===== src/rtl/mem_stage.sv =====
// Load/store stage: request/ack data-memory access, byte lanes, load extension, writeback record.
// Optional MEM_MISALIGN_TRAP_EN: misaligned half/word accesses trap instead of being force-aligned.
module mem_stage (
  input  logic        clk,
  input  logic        rst_n,
  input  logic        halt,
  input  logic        ex_valid,
  input  logic [31:0] ex_alu_result,
  input  logic [31:0] ex_store_data,
  input  logic [3:0]  ex_mem_op,
  input  logic [4:0]  ex_rd,
  input  logic        ex_reg_write,
  output logic        stall_out,
  output logic        dmem_req,
  output logic        dmem_we,
  output logic [31:0] dmem_addr,
  output logic [3:0]  dmem_be,
  output logic [31:0] dmem_wdata,
  input  logic        dmem_ack,
  input  logic [31:0] dmem_rdata,
  output logic        wb_valid,
  output logic [31:0] wb_data,
  output logic [4:0]  wb_rd,
  output logic        wb_reg_write,
  output logic        misalign_fault
);
  localparam int unsigned XLEN = 32;
  localparam int unsigned OPW  = 4;
  localparam int unsigned RW   = 5;

  localparam logic [OPW-1:0] OP_LB  = 4'b0001;
  localparam logic [OPW-1:0] OP_LH  = 4'b0010;
  localparam logic [OPW-1:0] OP_LW  = 4'b0011;
  localparam logic [OPW-1:0] OP_LBU = 4'b0100;
  localparam logic [OPW-1:0] OP_LHU = 4'b0101;
  localparam logic [OPW-1:0] OP_SB  = 4'b1000;
  localparam logic [OPW-1:0] OP_SH  = 4'b1001;
  localparam logic [OPW-1:0] OP_SW  = 4'b1010;

  typedef enum logic [0:0] {IDLE, WAIT} state_t;

  state_t            state, state_nx;
  logic              req_nx, we_nx, wb_valid_nx, wb_rw_nx;
  logic [XLEN-1:0]   addr_nx, wdata_nx, wb_data_nx;
  logic [3:0]        be_nx;
  logic [RW-1:0]     wb_rd_nx, rd_q, rd_nx;
  logic [OPW-1:0]    op_q, op_nx;
  logic [1:0]        off_q, off_nx;
  logic              rw_q, rw_nx;

  // Opcode decode and effective (force-aligned) address
  logic            is_load, is_store, is_mem, sz_byte, sz_half;
  logic [XLEN-1:0] eff_addr;
  logic [3:0]      be_calc;
  logic [XLEN-1:0] wdata_calc;

  always_comb begin
    is_load  = 1'b0;
    is_store = 1'b0;
    sz_byte  = 1'b0;
    sz_half  = 1'b0;
    case (ex_mem_op)
      OP_LB, OP_LBU: begin is_load = 1'b1;  sz_byte = 1'b1; end
      OP_LH, OP_LHU: begin is_load = 1'b1;  sz_half = 1'b1; end
      OP_LW:         is_load = 1'b1;
      OP_SB:         begin is_store = 1'b1; sz_byte = 1'b1; end
      OP_SH:         begin is_store = 1'b1; sz_half = 1'b1; end
      OP_SW:         is_store = 1'b1;
      default: ;
    endcase
    is_mem   = is_load | is_store;
    eff_addr = ex_alu_result;
    if (sz_half)                 eff_addr[0]   = 1'b0;
    else if (!sz_byte)           eff_addr[1:0] = 2'b00;
    if (sz_byte) begin
      be_calc    = 4'b0001 << eff_addr[1:0];
      wdata_calc = {4{ex_store_data[7:0]}};
    end else if (sz_half) begin
      be_calc    = 4'b0011 << eff_addr[1:0];
      wdata_calc = {2{ex_store_data[15:0]}};
    end else begin
      be_calc    = 4'b1111;
      wdata_calc = ex_store_data;
    end
  end

  // Load lane extraction and extension from the captured offset
  logic [XLEN-1:0] shifted, load_val;
  always_comb begin
    shifted = dmem_rdata >> {off_q, 3'b000};
    case (op_q)
      OP_LB:   load_val = {{24{shifted[7]}}, shifted[7:0]};
      OP_LH:   load_val = {{16{shifted[15]}}, shifted[15:0]};
      OP_LBU:  load_val = {24'd0, shifted[7:0]};
      OP_LHU:  load_val = {16'd0, shifted[15:0]};
      default: load_val = dmem_rdata;
    endcase
  end

`ifdef MEM_MISALIGN_TRAP_EN
  logic misaligned, fault_nx;
  assign misaligned = (sz_half & ex_alu_result[0]) |
                      (is_mem & ~sz_byte & ~sz_half & (ex_alu_result[1:0] != 2'b00));
`endif

  always_comb begin
    state_nx    = state;
    req_nx      = dmem_req;
    we_nx       = dmem_we;
    addr_nx     = dmem_addr;
    be_nx       = dmem_be;
    wdata_nx    = dmem_wdata;
    wb_valid_nx = wb_valid;
    wb_data_nx  = wb_data;
    wb_rd_nx    = wb_rd;
    wb_rw_nx    = wb_reg_write;
    op_nx       = op_q;
    rd_nx       = rd_q;
    rw_nx       = rw_q;
    off_nx      = off_q;
`ifdef MEM_MISALIGN_TRAP_EN
    fault_nx    = misalign_fault;
`endif
    if (!halt) begin
`ifdef MEM_MISALIGN_TRAP_EN
      fault_nx = 1'b0;
`endif
      case (state)
        IDLE: begin
          wb_valid_nx = 1'b0;
          if (ex_valid) begin
            if (!is_mem) begin
              wb_valid_nx = 1'b1;
              wb_data_nx  = ex_alu_result;
              wb_rd_nx    = ex_rd;
              wb_rw_nx    = ex_reg_write;
            end
`ifdef MEM_MISALIGN_TRAP_EN
            else if (misaligned) begin
              wb_valid_nx = 1'b1;
              wb_data_nx  = '0;
              wb_rd_nx    = ex_rd;
              wb_rw_nx    = 1'b0;
              fault_nx    = 1'b1;
            end
`endif
            else begin
              req_nx   = 1'b1;
              we_nx    = is_store;
              addr_nx  = {eff_addr[XLEN-1:2], 2'b00};
              be_nx    = be_calc;
              wdata_nx = wdata_calc;
              op_nx    = ex_mem_op;
              rd_nx    = ex_rd;
              rw_nx    = ex_reg_write;
              off_nx   = eff_addr[1:0];
              state_nx = WAIT;
            end
          end
        end
        WAIT: begin
          if (dmem_ack) begin
            req_nx      = 1'b0;
            state_nx    = IDLE;
            wb_valid_nx = 1'b1;
            wb_rd_nx    = rd_q;
            wb_rw_nx    = dmem_we ? 1'b0 : rw_q;
            wb_data_nx  = dmem_we ? '0 : load_val;
          end
        end
        default: state_nx = IDLE;
      endcase
    end
  end

  always_ff @(posedge clk or negedge rst_n) begin
    if (!rst_n) begin
      state        <= IDLE;
      dmem_req     <= 1'b0;
      dmem_we      <= 1'b0;
      dmem_addr    <= '0;
      dmem_be      <= '0;
      dmem_wdata   <= '0;
      wb_valid     <= 1'b0;
      wb_data      <= '0;
      wb_rd        <= '0;
      wb_reg_write <= 1'b0;
      op_q         <= '0;
      rd_q         <= '0;
      rw_q         <= 1'b0;
      off_q        <= '0;
    end else begin
      state        <= state_nx;
      dmem_req     <= req_nx;
      dmem_we      <= we_nx;
      dmem_addr    <= addr_nx;
      dmem_be      <= be_nx;
      dmem_wdata   <= wdata_nx;
      wb_valid     <= wb_valid_nx;
      wb_data      <= wb_data_nx;
      wb_rd        <= wb_rd_nx;
      wb_reg_write <= wb_rw_nx;
      op_q         <= op_nx;
      rd_q         <= rd_nx;
      rw_q         <= rw_nx;
      off_q        <= off_nx;
    end
  end

`ifdef MEM_MISALIGN_TRAP_EN
  always_ff @(posedge clk or negedge rst_n) begin
    if (!rst_n) misalign_fault <= 1'b0;
    else        misalign_fault <= fault_nx;
  end
`else
  assign misalign_fault = 1'b0;
`endif

  assign stall_out = (state == WAIT);

endmodule


===== config.mk =====
export PLATFORM = sky130hd
export DESIGN_NAME = mem_stage
export DESIGN_NICKNAME = d
export VERILOG_FILES = /design/src/rtl/mem_stage.sv
export SDC_FILE = /design/constraint.sdc
export NUM_CORES = 1
export LEC_CHECK = 0
export BUFFER_PORTS_ARGS = -buffer_cell sky130_fd_sc_hd__buf_2
export CAP_MARGIN = 0
export CORE_ASPECT_RATIO = 0.75
export CORE_MARGIN = 4
export CORE_UTILIZATION = 45
export CTS_BUF_LIST = sky130_fd_sc_hd__clkbuf_8 sky130_fd_sc_hd__clkbuf_16
export DETAILED_ROUTE_END_ITERATION = 8
export PLACE_DENSITY = 0.78
export SLEW_MARGIN = 25
export SYNTH_ARGS = -nofsm -noshare
export SYNTH_HDL_FRONTEND = slang
export SYNTH_SLANG_ARGS = --single-unit
export TNS_END_PERCENT = 30

===== constraint.sdc =====
create_clock -name clk -period 2.1 [get_ports clk]
set_input_delay 0.105 -clock clk [delete_from_list [all_inputs] [get_ports clk]]
set_output_delay 0.105 -clock clk [all_outputs]
set_load 0.05 [all_outputs]

==> results_dict.tcl <==
set metrics [dict create \
    post_synth_inst_count 691 \
    ys_ff_latch 120 \
    drt-vias-per-instance 5.42 \
    worst_ep_required_time_ps 2380 \
    stdcell_count 1151 \
    min_delay_path_depth 3 \
    timing.max_slew.rel_slack_pct 50.4 \
    die_area_um2 15100 \
    syn_warnings 0 \
    worst_path_dominant_cell_family "compound AO/OA/AOI/OAI gates" \
    timing_max_transition_violations_final 0 \
    numCtsBuffers 17 \
    die-height_um 108 \
    power.density_cell_area_nw_per_um2 1420 \
    path_max_fanout 16 \
    clk_transition_reported_paths_ps 60 \
    core-area_um2 13000 \
    clock_tree_from_tritoncts "built" \
    critPathCaptureType "flop" \
    clock-root-buffer "clkbuf_16" \
    combPwrFrac_pct 44.3 \
    power_mw 12.2 \
    critical-path-slowest-cell "or3b_2" \
    area_growth_syn_to_layout_pct 44.9 \
    post_synth_instance_area_um2 5940 \
    critical_path_depth 7 \
    seqCellArea_um2 3000 \
    finalWirelength_mm 20.5 \
    crit_path_start_kind "flop" \
    min-delay-start "ex_store_data[13]" \
    cp_num_buf_inv 2 \
    worst_skew_pair_later_pin_latency_ps 410 \
    dp.final_hpwl_mm 13.9 \
    result_of_the_run "complete, no violations" \
    numClockSinks 120 \
    placement_rows 36 \
    numPortBuffers 218 \
    drtPass1Iterations 5 \
    floorplan.io_pins 222 \
    fmax_ghz 0.500 \
    ant_nets 0 \
    netSwitchingPower_mw 5.58 \
    yosys.cell_types.count 52 \
    seq_area_frac_synth_pct 50.5 \
    floorplan.initialDensity_pct 45.8 \
    multi_input_comb_area_um2 2700 \
    place_worst_setup_slack_ps -121 \
    largest_net_degree_at_the_start_of_global_routing 42 \
    routed_wire_length_per_instance_um 17.8 \
    antennaDiodeCount 0 \
    power.leakage_nw 4.27 \
    ir_worst_vdd_uv 786 \
    global_route_wire_length_before_repair_mm 32.6 \
    p_int_mw 6.66 \
    synth-edff-count 0 \
    maxCapViolations 0 \
    postLayoutCoreUtil_pct 66.4 \
    timing.final.crit_period_ps 2000 \
    syn-mean-instance-area_um2 8.60 \
    drive_above_1_share_pct 30.4 \
    power.share.switching_pct 45.6 \
    min-delay-path-class "in2reg" \
    fin_skew_ps 7.57 \
    seq_power_share_pct 28.9 \
    timing.final.crit_share_pct 95.3 \
    setup_viol 0 \
    cts_buffer_depth 2 \
    path_cells "buf_4 > or3b_2 > a221oi_1 > o31ai_4 > buf_12 > o21ai_0 > a21oi_1" \
    r2r_slack_ps 100 \
    worstReg2RegEnd "wb_data[29]" \
    grt_pass1_vias 6197 \
    timing_worst_slew_pin_value_ps 744 \
    hold_slack_ps 17.1 \
    final.setup.worst_slack_ps 98.1 \
    routed-via-count 6244 \
    placed_cells_incl_taps 1059 \
    worstRegToRegCells 7 \
    die_w_um 141 \
    worstReg2RegStart "op_q[0]" \
    global_route.overflow_total 0 \
    grt_setup_unrepaired "no" \
    timing.critical_path.slowest_cell_delay_ps 460 \
    fillCellCount 1034 \
    sink_of_the_worst_hold_path "dmem_wdata[29]" \
    grt_util_all_layers_pct 27.3 \
    routabilityCongestion 0.892 \
    nNetsFinal 1078 \
    synthFlopType "dfrtp_1" \
    finalHoldViolCount 0 \
    arrival_ps 2280 \
    share_clk_of_total_power_pct 26.8 \
    post-route-drc-count 0 \
    synth-async-reset-ratio_pct 100 \
    grt_antenna_before_repair 0 \
    critPathKind "reg2reg" \
    h-tree-depth 4 \
    drt_iter0_drc 528 \
]
per-stage QoR:
stage	cell area, µm²	setup TNS, ps
after CTS	8580	0
after global routing	8610	0
after global placement	7320	-25.4
after detailed placement	7320	-1350
after floorplan	5950	0
final	8610	0
how the worst max path moves through the flow:
| stage | from | endpoint | slack (ps) |
|---|---|---|---|
| finish | op_q[0] | wb_data[29] | 100 |
| global placement | off_q[1] | wb_data[27] | -10 |
| global route | op_q[0] | wb_data[29] | 60 |
| detailed placement | off_q[1] | wb_data[27] | -120 |
| CTS | off_q[1] | wb_data[29] | 70 |
| floorplan | stall_out | wb_data[1] | 30 |
cells in the final DEF (no fill, tap or decap), drive strengths merged, types with 7 or more instances in the layout:
| cell | Yosys | final |
|---|---|---|
| a31oi | 11 | 11 |
| nand2 | 187 | 187 |
| o21ai | 78 | 78 |
| dfrtp | 120 | 120 |
| nor2 | 54 | 54 |
| inv | 8 | 8 |
| nand3 | 13 | 13 |
| o2bb2ai | 7 | 7 |
| nand2b | 10 | 10 |
| a221o | 7 | 7 |
| buf | 21 | 248 |
| dlygate4sd3 | 0 | 59 |
| nor2b | 13 | 13 |
| mux2i | 20 | 20 |
| o211ai | 9 | 9 |
| clkbuf | 31 | 20 |
| a21oi | 59 | 59 |
metal layers:
metal / GRT usage (%) / vias to the layer above / wire (µm)
met3: 7.06 / 53 / 1870
met1: 37.6 / 2932 / 8670
li1: - / 2914 / -
met4: 11.3 / 0 / 603
met5: 0 / - / 0
met2: 41.2 / 345 / 9320
synthesized netlist by cell type (all sizes together) (3+ instances only):
library cell	n	area (µm²)
nand2b	10	62.6
a21oi	59	295
o2bb2ai	7	61.3
a31oi	11	68.8
nor2	54	205
nor2b	13	81.3
buf	21	125
clkbuf	31	118
mux2i	20	200
inv	8	30.0
dfrtp	120	3000
nand2	187	702
and3	4	25.0
nand3	13	65.1
mux2	3	33.8
o211ai	9	67.6
o221ai	5	43.8
o21ai	78	394
a221o	7	70.1
power by group through the flow:
stage / Sequential (mW) / Clock (mW) / Combinational (mW)
after floorplan: 5.99 / 0 / 1.36
after global placement: 3.53 / 0 / 5.19
after detailed placement: 3.54 / 0 / 5.27
after CTS: 3.53 / 3.31 / 5.37
after global routing: 3.63 / 3.42 / 5.75
final: 3.54 / 3.28 / 5.43
kinds of logic (layout without fill, tap and decap cells):
family / after synthesis / in the layout / synth area share, %
AO/OA/AOI/OAI: 190 / 190 / 19.1
XOR/XNOR: 1 / 1 / 0.147
buffers and inverters: 60 / 347 / 4.59
flip-flops: 120 / 120 / 50.5
multiplexers: 24 / 24 / 4.32
other: 1 / 3 / 0.0631
AND/OR/NAND/NOR: 295 / 295 / 21.3
worst register-to-register path, cell delays in order, from the launching register on:
cell	delay (ps)
dfrtp_1	390
buf_4	160
or3b_2	460
a221oi_1	370
o31ai_4	100
buf_12	160
o21ai_0	110
a21oi_1	130
flip-flops by register name (all words and copies together), names as in the netlist, 2 cells and up:
signal / flops
dmem_addr: 30
dmem_be: 4
dmem_wdata: 32
off_q: 2
op_q: 4
rd_q: 5
wb_data: 32
wb_rd: 5
repair_timing:
action,CTS,global route
gates resized for setup,1,2
endpoints found under the hold margin,92,0
hold buffers,59,0
pin swaps,0,1
buffers inserted,0,1
setup endpoints to repair,16,3
final cells by class:
| cell class | instances | share of cell area, % |
|---|---|---|
| Inverter | 8 | 0.349 |
| Clock inverter | 12 | 2.28 |
| Multi-Input combinational cell | 513 | 31.4 |
| Sequential cell | 120 | 34.9 |
| Clock buffer | 20 | 5.42 |
| Tap cell | 171 | 2.49 |
| Timing Repair Buffer | 307 | 23.2 |
Note: power is estimated with default switching activity, not from simulation.
